===== src/rtl/isqrt_seq.sv =====
// -----------------------------------------------------------------------------
// isqrt_seq
// -----------------------------------------------------------------------------
// Sequential unsigned integer square root. Each clock in CALC produces one root
// bit using the digit-by-digit restoring method. Root bits come out MSB first.
// A 2N-bit operand takes N iterations. The unit then spends one cycle in DONE
// and returns to IDLE.
//
// Result relation: X = root*root + rem, where 0 <= rem <= 2*root.
//
// Ports
//   clk    in   1     system clock; every state change happens on the rising edge
//   rst    in   1     synchronous reset, active-high; aborts any operation
//   start  in   1     request; only looked at while idle
//   X      in   2N    unsigned operand; captured on the edge that accepts start
//   busy   out  1     high while an operation is in progress or completing
//   done   out  1     one-cycle pulse; root/rem hold the new result in this cycle
//   root   out  N     floor(sqrt(X)); registered, stable until the next completion
//   rem    out  N+1   X - root*root; registered, stable until the next completion
// -----------------------------------------------------------------------------
module isqrt_seq #(
  parameter int N = 8
) (
  input  logic           clk,
  input  logic           rst,
  input  logic           start,
  input  logic [2*N-1:0] X,
  output logic           busy,
  output logic           done,
  output logic [N-1:0]   root,
  output logic [N:0]     rem
);

  // The iteration counter runs from N-1 down to 0.
  localparam int CW = (N > 1) ? $clog2(N) : 1;
  localparam logic [CW-1:0] CNT_LOAD = CW'(N - 1);

  typedef enum logic [1:0] {
    ST_IDLE = 2'd0,
    ST_CALC = 2'd1,
    ST_DONE = 2'd2
  } state_t;

  state_t           state_q, state_d;
  logic [2*N-1:0]   opr_q,   opr_d;    // operand, consumed two bits per step
  logic [N-1:0]     proot_q, proot_d;  // partial root
  logic [N:0]       prem_q,  prem_d;   // partial remainder
  logic [CW-1:0]    cnt_q,   cnt_d;    // steps remaining after this one
  logic [N-1:0]     root_q,  root_d;   // published result
  logic [N:0]       rem_q,   rem_d;

  // ---------------------------------------------------------------------------
  // Trial subtraction
  //   trial = {prem, next two operand bits} - {proot, 01}
  // The decision compares the full-width minuend and subtrahend, so no bit of
  // the partial remainder is dropped before the sign is known. When the
  // subtraction succeeds, the difference is at most 2*new_root. That always fits
  // in N+1 bits, so the low N+1 bits of a modular subtraction are exact.
  // ---------------------------------------------------------------------------
  logic [1:0]   pair;
  logic [N+2:0] trial_lhs;
  logic [N+2:0] trial_rhs;
  logic         trial_ok;    // trial >= 0
  logic [N:0]   trial_low;   // trial[N:0]
  logic [N:0]   shifted_rem; // remainder when the trial fails

  always_comb begin
    pair        = opr_q[2*N-1 -: 2];
    trial_lhs   = {prem_q, pair};
    trial_rhs   = {1'b0, proot_q, 2'b01};
    trial_ok    = (trial_lhs >= trial_rhs);
    trial_low   = trial_lhs[N:0] - trial_rhs[N:0];
    // When the trial fails, the remainder is below 4*proot+1 < 2^(N+1).
    // Dropping the top two bits of prem therefore loses nothing.
    shifted_rem = {prem_q[N-2:0], pair};
  end

  // ---------------------------------------------------------------------------
  // Next-state and datapath
  // ---------------------------------------------------------------------------
  always_comb begin
    state_d = state_q;
    opr_d   = opr_q;
    proot_d = proot_q;
    prem_d  = prem_q;
    cnt_d   = cnt_q;
    root_d  = root_q;
    rem_d   = rem_q;

    unique case (state_q)
      ST_IDLE: begin
        if (start) begin
          opr_d   = X;
          proot_d = '0;
          prem_d  = '0;
          cnt_d   = CNT_LOAD;
          state_d = ST_CALC;
        end
      end

      ST_CALC: begin
        if (trial_ok) begin
          prem_d  = trial_low;
          proot_d = {proot_q[N-2:0], 1'b1};
        end else begin
          prem_d  = shifted_rem;
          proot_d = {proot_q[N-2:0], 1'b0};
        end
        opr_d = opr_q << 2;

        if (cnt_q == '0) begin
          // Publish the value of this final step, not the stale one.
          root_d  = proot_d;
          rem_d   = prem_d;
          state_d = ST_DONE;
        end else begin
          cnt_d = cnt_q - 1'b1;
        end
      end

      ST_DONE: begin
        // start is ignored here. A new request is only seen back in IDLE.
        state_d = ST_IDLE;
      end

      default: begin
        state_d = ST_IDLE;
      end
    endcase
  end

  // ---------------------------------------------------------------------------
  // State registers
  // ---------------------------------------------------------------------------
  always_ff @(posedge clk) begin
    if (rst) begin
      state_q <= ST_IDLE;
      opr_q   <= '0;
      proot_q <= '0;
      prem_q  <= '0;
      cnt_q   <= '0;
      root_q  <= '0;
      rem_q   <= '0;
    end else begin
      state_q <= state_d;
      opr_q   <= opr_d;
      proot_q <= proot_d;
      prem_q  <= prem_d;
      cnt_q   <= cnt_d;
      root_q  <= root_d;
      rem_q   <= rem_d;
    end
  end

  assign busy = (state_q != ST_IDLE);
  assign done = (state_q == ST_DONE);
  assign root = root_q;
  assign rem  = rem_q;

endmodule


===== config.mk =====
export PLATFORM = sky130hd
export DESIGN_NAME = isqrt_seq
export DESIGN_NICKNAME = d
export VERILOG_FILES = /design/src/rtl/isqrt_seq.sv
export SDC_FILE = /design/constraint.sdc
export NUM_CORES = 1
export LEC_CHECK = 0
export ABC_CLOCK_PERIOD_IN_PS = 2780
export BUFFER_PORTS_ARGS = -buffer_cell sky130_fd_sc_hd__buf_2
export CORE_MARGIN = 3
export CORE_UTILIZATION = 56
export CTS_BUF_LIST = sky130_fd_sc_hd__clkbuf_16
export CTS_CLUSTER_DIAMETER = 30
export CTS_CLUSTER_SIZE = 25
export DETAILED_ROUTE_END_ITERATION = 10
export GPL_TIMING_DRIVEN = 1
export MAX_ROUTING_LAYER = met4
export PLACE_DENSITY = 0.87
export SLEW_MARGIN = 20
export SYNTH_ARGS = -nofsm -noshare
export SYNTH_HDL_FRONTEND = slang
export SYNTH_SLANG_ARGS = --single-unit

===== constraint.sdc =====
create_clock -name clk -period 2.78 [get_ports clk]
set_clock_uncertainty 0.15 [all_clocks]
set_input_delay 0.278 -clock clk [delete_from_list [all_inputs] [get_ports clk]]
set_output_delay 0.278 -clock clk [all_outputs]
set_load 0.005 [all_outputs]

### Word level (Yosys, flattened, before mapping)

Index checks and enable logic that the tools add are counted.

| word-level totals | value |
|---|---|
| register bits | 55 |
| bits in latches | 0 |
| memory bits (writable) | 0 |
| bits in read-only memories | 0 |
| bits of input ports | 19 |
| output and inout bits | 19 |
| word-level logic and storage cells | 37 |
| memories kept | 0 |

| cells by class | value |
|---|---|
| $add $sub $neg | 2 |
| $mul | 0 |
| div/mod/pow operators | 0 |
| magnitude comparators | 1 |
| eq/ne operators | 5 |
| shift operators | 0 |
| multiplexer cells | 14 |
| bitwise logic cells | 0 |
| reduce and logical (&&, ||, !) cells | 8 |

Operator list:

| kind | count |
|---|---|
| $pmux W16 S2 | 1 |
| $mux W9 | 2 |
| $pmux W9 S2 | 1 |
| $mux W16 | 1 |
| $pmux W8 S2 | 1 |
| $ge A11 B10 Y1 | 1 |
| $sub A9 B9 Y9 | 1 |
| $mux W8 | 1 |
| $mux W3 | 2 |
| $ne A2 B2 Y1 const B | 3 |
| $pmux W3 S2 | 1 |
| $reduce_and A2 Y1 | 3 |
| $mux W2 | 2 |
| $pmux W2 S2 | 1 |
| $reduce_bool A2 Y1 | 2 |
| $logic_not A3 Y1 | 1 |
| $reduce_and A3 Y1 | 1 |
| $sub A3 B1 Y3 const B | 1 |
| $eq A2 B1 Y1 const B | 1 |
| $eq A2 B2 Y1 const B | 1 |
| $logic_not A2 Y1 | 1 |
| $mux W1 | 1 |

### Longest topological paths before layout

| depth | value |
|---|---|
| depth in word-level cells | 3 |
| mapped depth | 9 |
| gate-level depth less buffers | 8 |

### Worst setup path after synthesis

No wires, ideal clock.

| timing | value |
|---|---|
| kind | register -> register |
| start | register proot_q[2] |
| end | register rem_q[3] (netlist: rem[3]) |
| library setup time | 0.134 ns |
| arrival | 2.162 ns |
| data required time | 2.496 ns |
| path slack | 0.334 ns |
| stages on the path, launching flop included | 10 |
| path buffers | 1 |
| clock period less this slack | 2.446 ns |
| cells stage by stage | dfxtp_1 -> inv_1 -> ha_1 -> a21o_1 -> a21o_1 -> a221o_1 -> a21oi_4 -> buf_6 -> mux2i_1 -> a22oi_1 |

| on the way | value |
|---|---|
| word-level cells in the longest chain between the ends | 2 |

RTL lines:

| what | line | source |
|---|---|---|
| start: declaration | 46 | `logic [N-1:0] proot_q, proot_d;` |
| start signal: assignment | 147 | `proot_q <= proot_d;` |
| $ge A11 B10 Y1 | 71 | `trial_ok = (trial_lhs >= trial_rhs);` |
| $mux W9 | 102 | `if (trial_ok) begin` |
| end signal: assignment | 151 | `rem_q <= rem_d;` |
| end: declaration | 50 | `logic [N:0] rem_q, rem_d;` |

Every way passes these cells.
A chain may end at the register's enable or synchronous reset.

### Final worst setup path

Same ends and word-level chain as after synthesis.

==> flow_metrics.env <==
export IMPL_drc=0
export IMPL_max_cap_violations=0
export IMPL_die_y_um=73.73
export IMPL_initial_core_util_pct=58.59
export IMPL_tightest_slew_ns=0.7300
export IMPL_power_frac_comb_pct=52.7
export IMPL_fin_area_sq_mm=0.002950
export IMPL_cts_max_level=2
export IMPL_chipWidth_um=73.73
export IMPL_cp_start_kind="register"
export IMPL_hold_viol_final=0
export IMPL_yosysUniqueCellTypes=43
export IMPL_yosysMostFrequentCell="nand2_1"
export IMPL_rsz0062_at_grt="no"
export IMPL_path_delay_family="compound AO/OA/AOI/OAI gates"
export IMPL_r2r_start="proot_q[2]"
export IMPL_crit_path_start="proot_q[2]"
export IMPL_cp_required_ns=2.79
export IMPL_io_buffer_count=37
export IMPL_ys_ff_latch=55
export IMPL_yosys_area_top_type="dfxtp_1"
export IMPL_grt_overflow=0
export IMPL_finalSetupViolations=0
export IMPL_clkTransAtPathRegs_ns=0.07
export IMPL_synth_edf_count=0
export IMPL_max_slew_margin_pct=51.28
export IMPL_cellInternalPower_uw=2078
export IMPL_pwr_share_seq_pct=29.7
export IMPL_syn_area_sq_mm=0.002569
export IMPL_crit_path_end_kind="register"
export IMPL_grt_antenna_before_repair=0
export IMPL_p_leak_uw=0.001283
export IMPL_cts_root_buf="clkbuf_16"
export IMPL_cp_max_fo=8
export IMPL_clockPowerShare_pct=17.7
export IMPL_finalSetupTns_ns=0
export IMPL_ys_flop_type="dfxtp_1"
export IMPL_ys_top_cells_by_area="dfxtp_1 43%, nand2_1 8.9%, ha_1 5.8%, a311oi_1 5.1%, nor2_1 4.5%"
export IMPL_ys_seq_area_share_pct=42.86
export IMPL_cts_tree="yes"
export IMPL_synthToLayoutAreaGrowth_pct=14.86
export IMPL_crit_top_cell="a21o_1"
export IMPL_crit_type="reg -> reg"
export IMPL_grt_start_max_net_pins=29
export IMPL_crit_path_cell_trace="inv_1 > ha_1 > a21o_1 > a21o_1 > a221o_1 > a21oi_4 > buf_4 > mux2i_1 > a22oi_1"
export IMPL_ctsHoldBuffers=0
export IMPL_cts_resized=0
export IMPL_synthCells=308
export IMPL_synth_top_area_share_pct=42.86
export IMPL_detailed_place_hpwl_mm=4.118
export IMPL_netSwitchingFraction_pct=38.92
export IMPL_cts_sinks=55
export IMPL_pwr_density_cell_mw_per_mm2=1153
export IMPL_num_antenna_cells=0
export IMPL_finalWirelength_mm=5.541
export IMPL_synthTopCellsByCount="61 x nand2_1, 55 x dfxtp_1, 31 x nor2_1, 15 x a311oi_1"
export IMPL_min_period_over_period_pct=94.13
export IMPL_place_gp_congestion=0.9445
export IMPL_drive_gt1_share_pct=15.70
export IMPL_min_path_type="in -> reg"
export IMPL_worst_hold_slack_ns=0.1018
export IMPL_drtPass1Iterations=4
export IMPL_slowest_delay_ns=0.41
export IMPL_fmax_mhz=382.1
export IMPL_synthesis_nets=339
export IMPL_grt_usage_pct=22.14
export IMPL_irDropWorstVdd_mv=0.7539
export IMPL_post_cts_setup_buffer_count=0
export IMPL_ant_nets=0
export IMPL_status="finished clean"
export IMPL_place_area_sq_mm=0.002806
export IMPL_ys_async_sr_fraction_pct=0
export IMPL_p_switching_uw=1324
export IMPL_insertion_delay_ns=0.29
export IMPL_yosys_warnings=0
export IMPL_nets=374
export IMPL_numCtsBuffers=5
export IMPL_vias_per_cell=5.687
export IMPL_arrival_ns=2.63
export IMPL_clockBufferDepth=2
export IMPL_syn_area_per_cell_sq_um=8.340
export IMPL_detail_route_wl_per_cell_um=13.99
export IMPL_rows=24
export IMPL_cp_num_buf_inv=2
export IMPL_vias=2252
export IMPL_io_pins=38
export IMPL_hold_path_startpoint="X[14]"
export IMPL_grt_pass1_vias=2108
export IMPL_fill_cells=376
export IMPL_coreArea_sq_mm=0.004384
export IMPL_final_max_slew_viol_count=0
export IMPL_period_needed_ns=2.617
export IMPL_grt_pass1_wl_mm=9.163
export IMPL_fp_dieArea_sq_mm=0.005435
export IMPL_critical_path_slowest_cell="a221o_1"
export IMPL_drt_iter0_drc=167
-- final timing paths --
check / to / slack, ns / cells after the start
worst max register to register: rem[3] / 0.16 / 9
worst max-delay path: rem[3] / 0.16 / 9
worst min-delay path: opr_q[14] / 0.10 / 3
worst min register to register: root[6] / 0.30 / 2
-- stage by stage --
step	total power [uW]	instances	utilization, %	worst slack, ns
finish	3402	396	67.29	0.1631
CTS	3414	396	67.24	0.1689
global route	3642	396	67.29	0.01790
detailed placement	2812	388	64.01	0.1819
floorplan	2443	308	-	0.3341
global placement	2759	388	64.01	0.3064
-- power groups by stage --
stage          Clock (uW)  Combinational [uW]  Sequential [uW]
4_1_cts               609                1800             1010
3_5_place_dp            0                1790             1020
5_1_grt               653                1970             1020
6_report              602                1790             1010
2_1_floorplan           0                1450              994
3_3_place_gp            0                1740             1020
-- tightest hold or removal path: cells and delay by family --
kind / cells / cell delay [ns]
compound gates: 1 / 0.07
simple gates: 1 / 0.04
buf+inv: 1 / 0.09
-- routing by layer --
metal  wire [um]  vias up  track usage, %
li1            -     1131               -
met1        2367     1057           25.67
met3         264        9           5.062
met4          92        0           6.841
met5           0        -               -
met2        2816       55           37.80
-- sequential cells by signal, summed over array words and instances, names as in the netlist --
name	flops
cnt_q	3
state_q	2
root	8
opr_q	16
proot_q	8
prem_q	9
rem	9
-- cell families (layout without fill, tap and decap cells) --
| logic type | count (synthesis) | count (layout) | synth area share, % |
|---|---|---|---|
| xor gates and xnor gates | 7 | 7 | 2.387 |
| adders and majority gates | 12 | 12 | 5.845 |
| and+or+nand+nor | 125 | 125 | 21.63 |
| AOI/OAI and AO/OA | 72 | 72 | 19.83 |
| DFF | 55 | 55 | 42.86 |
| buffers and inverters | 30 | 66 | 4.725 |
| muxes | 7 | 7 | 2.728 |
-- final cells by class --
class                   instances  area (sq um)  area share [%]
multi-input cells             223          1349           45.72
inverters                      13         48.80           1.654
well taps                      52         65.06           2.205
repair buffers                 45         245.2           8.312
clock inverters                 3         16.27          0.5513
flip-flops and latches         55          1101           37.32
clock buffers                   5         125.1           4.241
-- cells in the final DEF (no fill, tap or decap), drive strengths merged, types with 2 or more instances in the layout --
| cell | n |
|---|---|
| clkbuf | 5 |
| a22oi | 5 |
| a211oi | 4 |
| xnor2 | 3 |
| xor2 | 4 |
| nor3 | 3 |
| a311oi | 15 |
| a21o | 3 |
| nand2b | 11 |
| nor2b | 8 |
| o21ai | 16 |
| a22o | 4 |
| clkinv | 2 |
| buf | 45 |
| a2bb2oi | 3 |
| nand2 | 61 |
| ha | 12 |
| nor2 | 31 |
| dfxtp | 55 |
| nand3 | 2 |
| a21oi | 14 |
| inv | 14 |
| mux2i | 7 |
No activity file was read; power rests on OpenSTA's default activity.
